===== src/rtl/uart_rx_ctrl.sv =====
// UART receive frame controller: oversampled start/data/parity/stop sequencing with majority voting.
// Optional saturating error counter (err_cnt/err_clr) built only when UART_RX_ERR_CNT_EN is defined.
module uart_rx_ctrl #(
  parameter int DATA_WIDTH = 8,
  parameter int PRESC_W    = 6
) (
  input  logic                  CLK,
  input  logic                  RST,
  input  logic                  RX_IN,
  input  logic                  PAR_EN,
  input  logic [PRESC_W-1:0]    Prescale,
  input  logic                  par_err,
`ifdef UART_RX_ERR_CNT_EN
  input  logic                  err_clr,
  output logic [7:0]            err_cnt,
`endif
  output logic [DATA_WIDTH-1:0] P_DATA,
  output logic                  sampled_bit,
  output logic                  par_chk_en,
  output logic                  data_valid,
  output logic                  stp_err,
  output logic                  par_err_o,
  output logic                  strt_glitch
);

  localparam int BIT_W = (DATA_WIDTH > 1) ? $clog2(DATA_WIDTH) : 1;

  typedef enum logic [2:0] {
    IDLE   = 3'd0,
    START  = 3'd1,
    DATA   = 3'd2,
    PARITY = 3'd3,
    STOP   = 3'd4
  } state_t;

  state_t                state_q, state_d;
  logic [PRESC_W-1:0]    edge_cnt_q, edge_cnt_d;
  logic [BIT_W-1:0]      bit_cnt_q, bit_cnt_d;
  logic [PRESC_W-1:0]    presc_q, presc_d;
  logic                  par_en_q, par_en_d;
  logic [2:0]            samp_q, samp_d;
  logic                  sampled_bit_q, sampled_bit_d;
  logic [DATA_WIDTH-1:0] p_data_q, p_data_d;
  logic                  par_chk_en_q, par_chk_en_d;
  logic                  par_pend_q, par_pend_d;
  logic                  par_flag_q, par_flag_d;
  logic                  data_valid_q, data_valid_d;
  logic                  stp_err_q, stp_err_d;
  logic                  par_err_o_q, par_err_o_d;
  logic                  strt_glitch_q, strt_glitch_d;

  logic [PRESC_W-1:0]    half_cnt;
  logic [PRESC_W-1:0]    last_cnt;
  logic                  is_last;
  logic                  is_dec;
  logic                  majority;

  // Sample points sit symmetrically around mid-bit; the vote is taken one edge after the third sample.
  assign half_cnt = presc_q >> 1;
  assign last_cnt = presc_q - PRESC_W'(1);
  assign is_last  = (edge_cnt_q == last_cnt);
  assign is_dec   = (edge_cnt_q == half_cnt + PRESC_W'(2));
  assign majority = (samp_q[0] & samp_q[1]) | (samp_q[0] & samp_q[2]) | (samp_q[1] & samp_q[2]);

  always_comb begin
    state_d       = state_q;
    edge_cnt_d    = is_last ? '0 : edge_cnt_q + PRESC_W'(1);
    bit_cnt_d     = bit_cnt_q;
    presc_d       = presc_q;
    par_en_d      = par_en_q;
    samp_d        = samp_q;
    sampled_bit_d = sampled_bit_q;
    p_data_d      = p_data_q;
    par_chk_en_d  = 1'b0;
    par_pend_d    = par_chk_en_q;
    par_flag_d    = par_flag_q;
    data_valid_d  = 1'b0;
    stp_err_d     = 1'b0;
    par_err_o_d   = 1'b0;
    strt_glitch_d = 1'b0;

    if (state_q != IDLE) begin
      if (edge_cnt_q == half_cnt - PRESC_W'(1)) samp_d[0] = RX_IN;
      if (edge_cnt_q == half_cnt)               samp_d[1] = RX_IN;
      if (edge_cnt_q == half_cnt + PRESC_W'(1)) samp_d[2] = RX_IN;
      if (is_dec)                               sampled_bit_d = majority;
    end

    // The checker answers one cycle after the strobe; hold its verdict until the stop decision.
    if (par_pend_q) par_flag_d = par_err;

    case (state_q)
      IDLE: begin
        edge_cnt_d = '0;
        bit_cnt_d  = '0;
        if (!RX_IN) begin
          state_d    = START;
          presc_d    = Prescale;
          par_en_d   = PAR_EN;
          par_flag_d = 1'b0;
        end
      end
      START: begin
        if (is_dec && majority) begin
          strt_glitch_d = 1'b1;
          state_d       = IDLE;
          edge_cnt_d    = '0;
        end else if (is_last) begin
          state_d = DATA;
        end
      end
      DATA: begin
        if (is_dec) p_data_d[bit_cnt_q] = majority;
        if (is_last) begin
          if (bit_cnt_q == BIT_W'(DATA_WIDTH - 1)) begin
            bit_cnt_d = '0;
            state_d   = par_en_q ? PARITY : STOP;
          end else begin
            bit_cnt_d = bit_cnt_q + BIT_W'(1);
          end
        end
      end
      PARITY: begin
        if (is_dec)  par_chk_en_d = 1'b1;
        if (is_last) state_d = STOP;
      end
      STOP: begin
        // Leave before the end of the stop bit so a back-to-back start edge is not missed.
        if (is_dec) begin
          state_d    = IDLE;
          edge_cnt_d = '0;
          if (!majority)       stp_err_d    = 1'b1;
          else if (par_flag_q) par_err_o_d  = 1'b1;
          else                 data_valid_d = 1'b1;
        end
      end
      default: begin
        state_d    = IDLE;
        edge_cnt_d = '0;
      end
    endcase
  end

  always_ff @(posedge CLK or negedge RST) begin
    if (!RST) begin
      state_q       <= IDLE;
      edge_cnt_q    <= '0;
      bit_cnt_q     <= '0;
      presc_q       <= '0;
      par_en_q      <= 1'b0;
      samp_q        <= '0;
      sampled_bit_q <= 1'b0;
      p_data_q      <= '0;
      par_chk_en_q  <= 1'b0;
      par_pend_q    <= 1'b0;
      par_flag_q    <= 1'b0;
      data_valid_q  <= 1'b0;
      stp_err_q     <= 1'b0;
      par_err_o_q   <= 1'b0;
      strt_glitch_q <= 1'b0;
    end else begin
      state_q       <= state_d;
      edge_cnt_q    <= edge_cnt_d;
      bit_cnt_q     <= bit_cnt_d;
      presc_q       <= presc_d;
      par_en_q      <= par_en_d;
      samp_q        <= samp_d;
      sampled_bit_q <= sampled_bit_d;
      p_data_q      <= p_data_d;
      par_chk_en_q  <= par_chk_en_d;
      par_pend_q    <= par_pend_d;
      par_flag_q    <= par_flag_d;
      data_valid_q  <= data_valid_d;
      stp_err_q     <= stp_err_d;
      par_err_o_q   <= par_err_o_d;
      strt_glitch_q <= strt_glitch_d;
    end
  end

  assign P_DATA      = p_data_q;
  assign sampled_bit = sampled_bit_q;
  assign par_chk_en  = par_chk_en_q;
  assign data_valid  = data_valid_q;
  assign stp_err     = stp_err_q;
  assign par_err_o   = par_err_o_q;
  assign strt_glitch = strt_glitch_q;

`ifdef UART_RX_ERR_CNT_EN
  logic [7:0] err_cnt_q, err_cnt_d;

  always_comb begin
    err_cnt_d = err_cnt_q;
    if (err_clr)
      err_cnt_d = 8'd0;
    else if ((stp_err_q | par_err_o_q | strt_glitch_q) && (err_cnt_q != 8'hFF))
      err_cnt_d = err_cnt_q + 8'd1;
  end

  always_ff @(posedge CLK or negedge RST) begin
    if (!RST) err_cnt_q <= 8'd0;
    else      err_cnt_q <= err_cnt_d;
  end

  assign err_cnt = err_cnt_q;
`endif

endmodule


===== config.mk =====
export PLATFORM = sky130hd
export DESIGN_NAME = uart_rx_ctrl
export DESIGN_NICKNAME = d
export VERILOG_FILES = /design/src/rtl/uart_rx_ctrl.sv
export SDC_FILE = /design/constraint.sdc
export NUM_CORES = 1
export LEC_CHECK = 0
export ABC_AREA = 1
export BUFFER_PORTS_ARGS = -buffer_cell sky130_fd_sc_hd__buf_2
export CAP_MARGIN = 0
export CORE_MARGIN = 2
export CORE_UTILIZATION = 58
export CTS_CLUSTER_SIZE = 8
export DETAILED_ROUTE_END_ITERATION = 10
export GPL_TIMING_DRIVEN = 0
export PLACE_DENSITY = 0.83
export SLEW_MARGIN = 30
export SYNTH_ARGS = -nofsm -noshare
export SYNTH_HDL_FRONTEND = slang
export SYNTH_SLANG_ARGS = --single-unit

===== constraint.sdc =====
create_clock -name CLK -period 2.29 [get_ports CLK]
set_input_delay 0.229 -clock CLK [delete_from_list [all_inputs] [get_ports CLK]]
set_output_delay 0.229 -clock CLK [all_outputs]
set_load 0.02 [all_outputs]

## Word level (Yosys, flattened, before mapping)

Index checks and enable logic that the tools add are counted.

| storage, ports and cells | value |
|---|---|
| register bits after elaboration | 38 |
| bits in latches | 0 |
| bits in writable memories | 0 |
| bits in read-only memories | 0 |
| input port bits | 11 |
| output and inout port bits | 14 |
| logic and storage cells | 98 |
| memories kept | 0 |

| operators by class | value |
|---|---|
| add/subtract/negate cells | 6 |
| multipliers | 0 |
| divide/modulo/power cells | 0 |
| order comparisons | 2 |
| equal/unequal tests | 16 |
| shift-type cells | 0 |
| mux-type cells | 37 |
| bitwise gates (word level) | 6 |
| reductions and logical operators | 14 |

Operators by type and width:

| operator | count |
|---|---|
| $mux W3 | 10 |
| $eq A6 B6 Y1 | 4 |
| $mux W1 | 19 |
| $mux W6 | 3 |
| $pmux W6 S3 | 1 |
| $pmux W3 S5 | 1 |
| $reduce_and A2 Y1 | 7 |
| $ne A2 B2 Y1 const B | 5 |
| $bwmux W8 | 1 |
| $add A5 B1 Y6 const B | 1 |
| $add A5 B2 Y6 const B | 1 |
| $add A6 B1 Y6 const B | 1 |
| $eq A3 B2 Y1 const B | 2 |
| $eq A3 B3 Y1 const B | 2 |
| $eq A6 B5 Y1 | 1 |
| $pmux W3 S2 | 1 |
| $reduce_and A6 Y1 | 1 |
| $sub A5 B1 Y6 const B | 1 |
| $sub A6 B1 Y6 const B | 1 |
| $lt A3 B4 Y1 const B | 1 |
| $add A3 B1 Y3 const B | 1 |
| $and A1 B1 Y1 | 3 |
| $demux W1 S3 | 1 |
| $eq A3 B1 Y1 const B | 1 |
| 9 further kinds | 11 |

## Longest topological paths before layout

| logic depth | value |
|---|---|
| depth in word-level cells | 6 |
| gate-level depth with buffers | 13 |
| gate-level depth less buffers | 12 |

## Worst setup path before layout

OpenSTA, ideal clock, no wires.

| timing path | value |
|---|---|
| kind | register -> register |
| start | register presc_q[2] |
| end | register state_q[0] |
| library setup time | 0.117 ns |
| arrival time | 1.674 ns |
| data required time | 2.173 ns |
| slack | 0.499 ns |
| stages on the path, launching flop included | 12 |
| buffers on the path | 0 |
| clock period less this slack | 1.791 ns |
| path through | dfrtp_1 inv_1 ha_1 xor2_1 nor2_4 nand4_2 nand2_2 nand2_1 nand2_2 nand2_1 nand2_1 nand2_1 |

| between the ends | value |
|---|---|
| cells in the longest elaborated chain, start to end | 5 |
| elaborated cells between the ends (all ways) | 12 |
| those cells by class | 2 x add/sub; 6 x eq/ne; 2 x mux; 2 x reduce/logical |

RTL lines:

| item | RTL line | RTL |
|---|---|---|
| from (decl) | 39 | `logic [PRESC_W-1:0] presc_q, presc_d;` |
| from (signal assigned) | 165 | `presc_q <= presc_d;` |
| $add A5 B2 Y6 | 62 | `assign is_dec = (edge_cnt_q == half_cnt + PRESC_W'(2));` |
| $eq A6 B6 Y1 | 62 |  |
| $logic_and A1 B1 Y1 | 104 | `if (is_dec && majority) begin` |
| $ne A3 B3 Y1 (no source line) or $mux W3 (tied branches) | - |  |
| $reduce_and A6 Y1 (no source line) or $pmux W3 S5 (tied branches) | - |  |
| to (signal assigned) | 162 | `state_q <= state_d;` |
| to (decl) | 36 | `state_t state_q, state_d;` |

Parallel ways exist; a longest one is shown, timed or not.
A chain may end at the register's enable or synchronous reset.

## Worst setup path after layout

Ends and elaborated chain as after synthesis.

==> flow_summary.ini <==
[worst_setup_path]
crit_family = simple AND/OR/NAND/NOR gates
cp_data_required_time_ns = 2.48
reg2regPathDepth = 11
startpoint_type = flop
path_buf_inv = 1
crit_chain = inv_1 -> ha_1 -> xor2_1 -> nor2_4 -> nand4_2 -> nand2_2 -> nand2_1 -> nand2_2 -> nand2_1 -> nand2_1 -> nand2_1
cp_slowest_stage_delay_ns = 0.50
reg2reg_to = state_q[0]
crit_path_end_kind = flop
cp_slowest_cell = dfrtp_1
r2r-start = presc_q[2]
path_max_fanout = 6
path_class = reg -> reg
crit_top_cell = nand2_1
r2r_setup_slack_ns = 0.12
worst_ep_arrival_time_ns = 2.37

[global_route]
grt_pass1_wl_microns = 8240
grt_start_max_net_pins = 39
grt_use_total_pct = 24.9
overflow = 0
grt_pass1_vias = 1850
antenna_found_initial = 0

[run]
maxCapViolations = 0

[synth]
yosys_warnings = 0
syn_area_sq_um = 2280
synth_cell_types = 29
synth_seq_cells = 38
netlist.area_leader.share_pct = 41.6
synth_nets = 308
syn_inst = 287
synth.avg_cell_area_sq_um = 7.96
yosysTopAreaCell = dfrtp_1
synth-seq-area-share_pct = 41.6
synth_area_leaders = dfrtp_1 42%, nand2_1 8.9%, nand3_1 7.4%, inv_1 5.9%, ha_1 5.5%

[routing]
wl_per_cell_microns = 13.1
drt_first_pass_iters = 4
ant_nets = 0
wl_microns = 4800
drtIter0Drc = 161
vias = 1943
drc = 0
vias_per_cell = 5.29

[finish]
area_growth_syn_to_layout_pct = 12.0
fin_nets = 339
drive_above_1_share_pct = 17.2
n_antenna_cell = 0
finalCoreUtilization_pct = 68.9

[clock_network]
cts.path.max_buffers = 2
clock-sinks = 38
cts_made_buffers = 5
post_cts_buffers = 0
cts_tree = done
clk_pin_slew_ns = 0.08
postCtsResizedCells = 0
cts_hold_buf = 0
h-tree-depth = 2
cts-root-buf = clkbuf_8
insertion_delay_ns = 0.29

[power]
p_clk_share_pct = 15.8
p_int_mw = 1.61
pwr-share-seq_pct = 32.3
power.switching_mw = 1.45
peakVddDrop_mv = 0.705
p_leak_nw = 1.34
p_sw_share_pct = 47.5
combPwrFrac_pct = 51.9
powerDensity_nw_per_um2 = 1190

[place]
place.gp.congestion = 0.869
dp_hpwl_microns = 3640
portBuffers = 24

[min_path]
hp-class = in -> async

[sta]
min_period_ns = 2.17
fin_crit_sh_pct = 94.9
rsz0062_at_grt = no
fmax_mhz = 460
tightest_slew_ns = 0.834
slew_headroom_pct = 44.4
setup_viol = 0
finalMaxSlewViolations = 0
fin_skew_ns = 0.00851
tns_ns = 0
hold_viol = 0

[die]
die_w_microns = 66.8
die_area_sq_um = 4460
core_area_sq_um = 3720
die_h_microns = 66.8
pin_count = 25
num_rows = 22
initial_utilization_pct = 61.5

[outcome]
status = complete, no violations
## per-stage QoR
stage / power [mW] / cell area (sq um) / instances / setup WS, ns / hold WS (ns)
after global placement: 2.49 / 2460 / 359 / 0.276 / 0.354
after floorplan: 2.22 / 2280 / 287 / 0.499 / -0.0666
final: 3.06 / 2560 / 367 / 0.116 / 0.0285
after detailed placement: 2.57 / 2460 / 359 / 0.181 / 0.357
after global routing: 3.34 / 2560 / 367 / 0.00175 / 0.0996
after CTS: 3.05 / 2560 / 367 / 0.167 / 0.0512
## layer usage
layer	track usage [%]	wire, microns	up-vias
li1	-	-	988
met1	33.4	2200	891
met2	38.1	2230	53
met3	5.91	276	11
met4	11.2	94	0
met5	0	0	-
## Yosys cell counts, drive strengths merged
cell type / count
xor2: 9
inv: 40
nor3: 6
nor3b: 1
ha: 10
buf: 3
dfrtp: 38
xnor2: 10
nand3: 36
nor4: 1
o21ai: 22
a21oi: 11
nand4: 5
nor2: 30
or2: 1
a21boi: 2
nand2: 60
clkbuf: 1
o21a: 1
## state kept, by name (all words and copies together), names as in the netlist
signal	count
bit_cnt_q	3
par_en_q	1
stp_err	1
state_q	3
par_chk_en	1
par_err_o	1
samp_q	3
P_DATA	8
par_pend_q	1
data_valid	1
strt_glitch	1
presc_q	6
sampled_bit	1
par_flag_q	1
edge_cnt_q	6
## how the worst max path moves through the flow
stage	to	start	slack, ns	cells after the start
final	state_q[0]	presc_q[2]	0.12	11
after floorplan	state_q[0]	presc_q[2]	0.50	11
after global routing	bit_cnt_q[0]	presc_q[2]	0.002	9
after CTS	state_q[0]	presc_q[2]	0.17	11
after global placement	state_q[1]	presc_q[2]	0.28	11
after detailed placement	state_q[0]	presc_q[2]	0.18	11
## worst reg2reg max path: cells and delay by family, from the launching register on
kind | cells | cell delay, ns
XOR/XNOR | 1 | 0.18
adder cells (fa/ha/maj) | 1 | 0.35
buffers and inverters | 1 | 0.18
flip-flops | 1 | 0.50
AND/OR/NAND/NOR | 8 | 0.85
## final cells by class
class,instances,area [sq um]
plain buffers,4,31.3
clock buffers,6,82.6
fillers,339,1160
well taps,48,60.1
flip-flops and latches,38,951
clock inverters,2,12.5
inverters,40,150
repair buffers,24,120
multi-input cells,205,1150
## cell families after synthesis
logic type,count (synthesis),synth area share [%]
compound gates,36,8.54
buf+inv,44,7.94
xor+xnor,19,7.28
flops,38,41.6
simple gates,140,29.1
fa+ha+maj,10,5.48
## placed cells by master (no fill, tap or decap), drive strengths merged, types with 6 or more instances in the layout
cell / instances
xor2: 9
o21ai: 22
clkbuf: 7
nor2: 30
dfrtp: 38
a21oi: 11
ha: 10
nand3: 36
buf: 27
nand2: 60
inv: 40
xnor2: 10
nor3: 6
## power groups by stage
stage | registers, mW | logic, mW | clock network [mW]
finish | 0.988 | 1.59 | 0.483
global route | 1.01 | 1.79 | 0.529
CTS | 0.982 | 1.58 | 0.493
detailed placement | 0.995 | 1.57 | 0
global placement | 0.990 | 1.50 | 0
floorplan | 0.971 | 1.25 | 0
(Power assumes the default switching activity.)
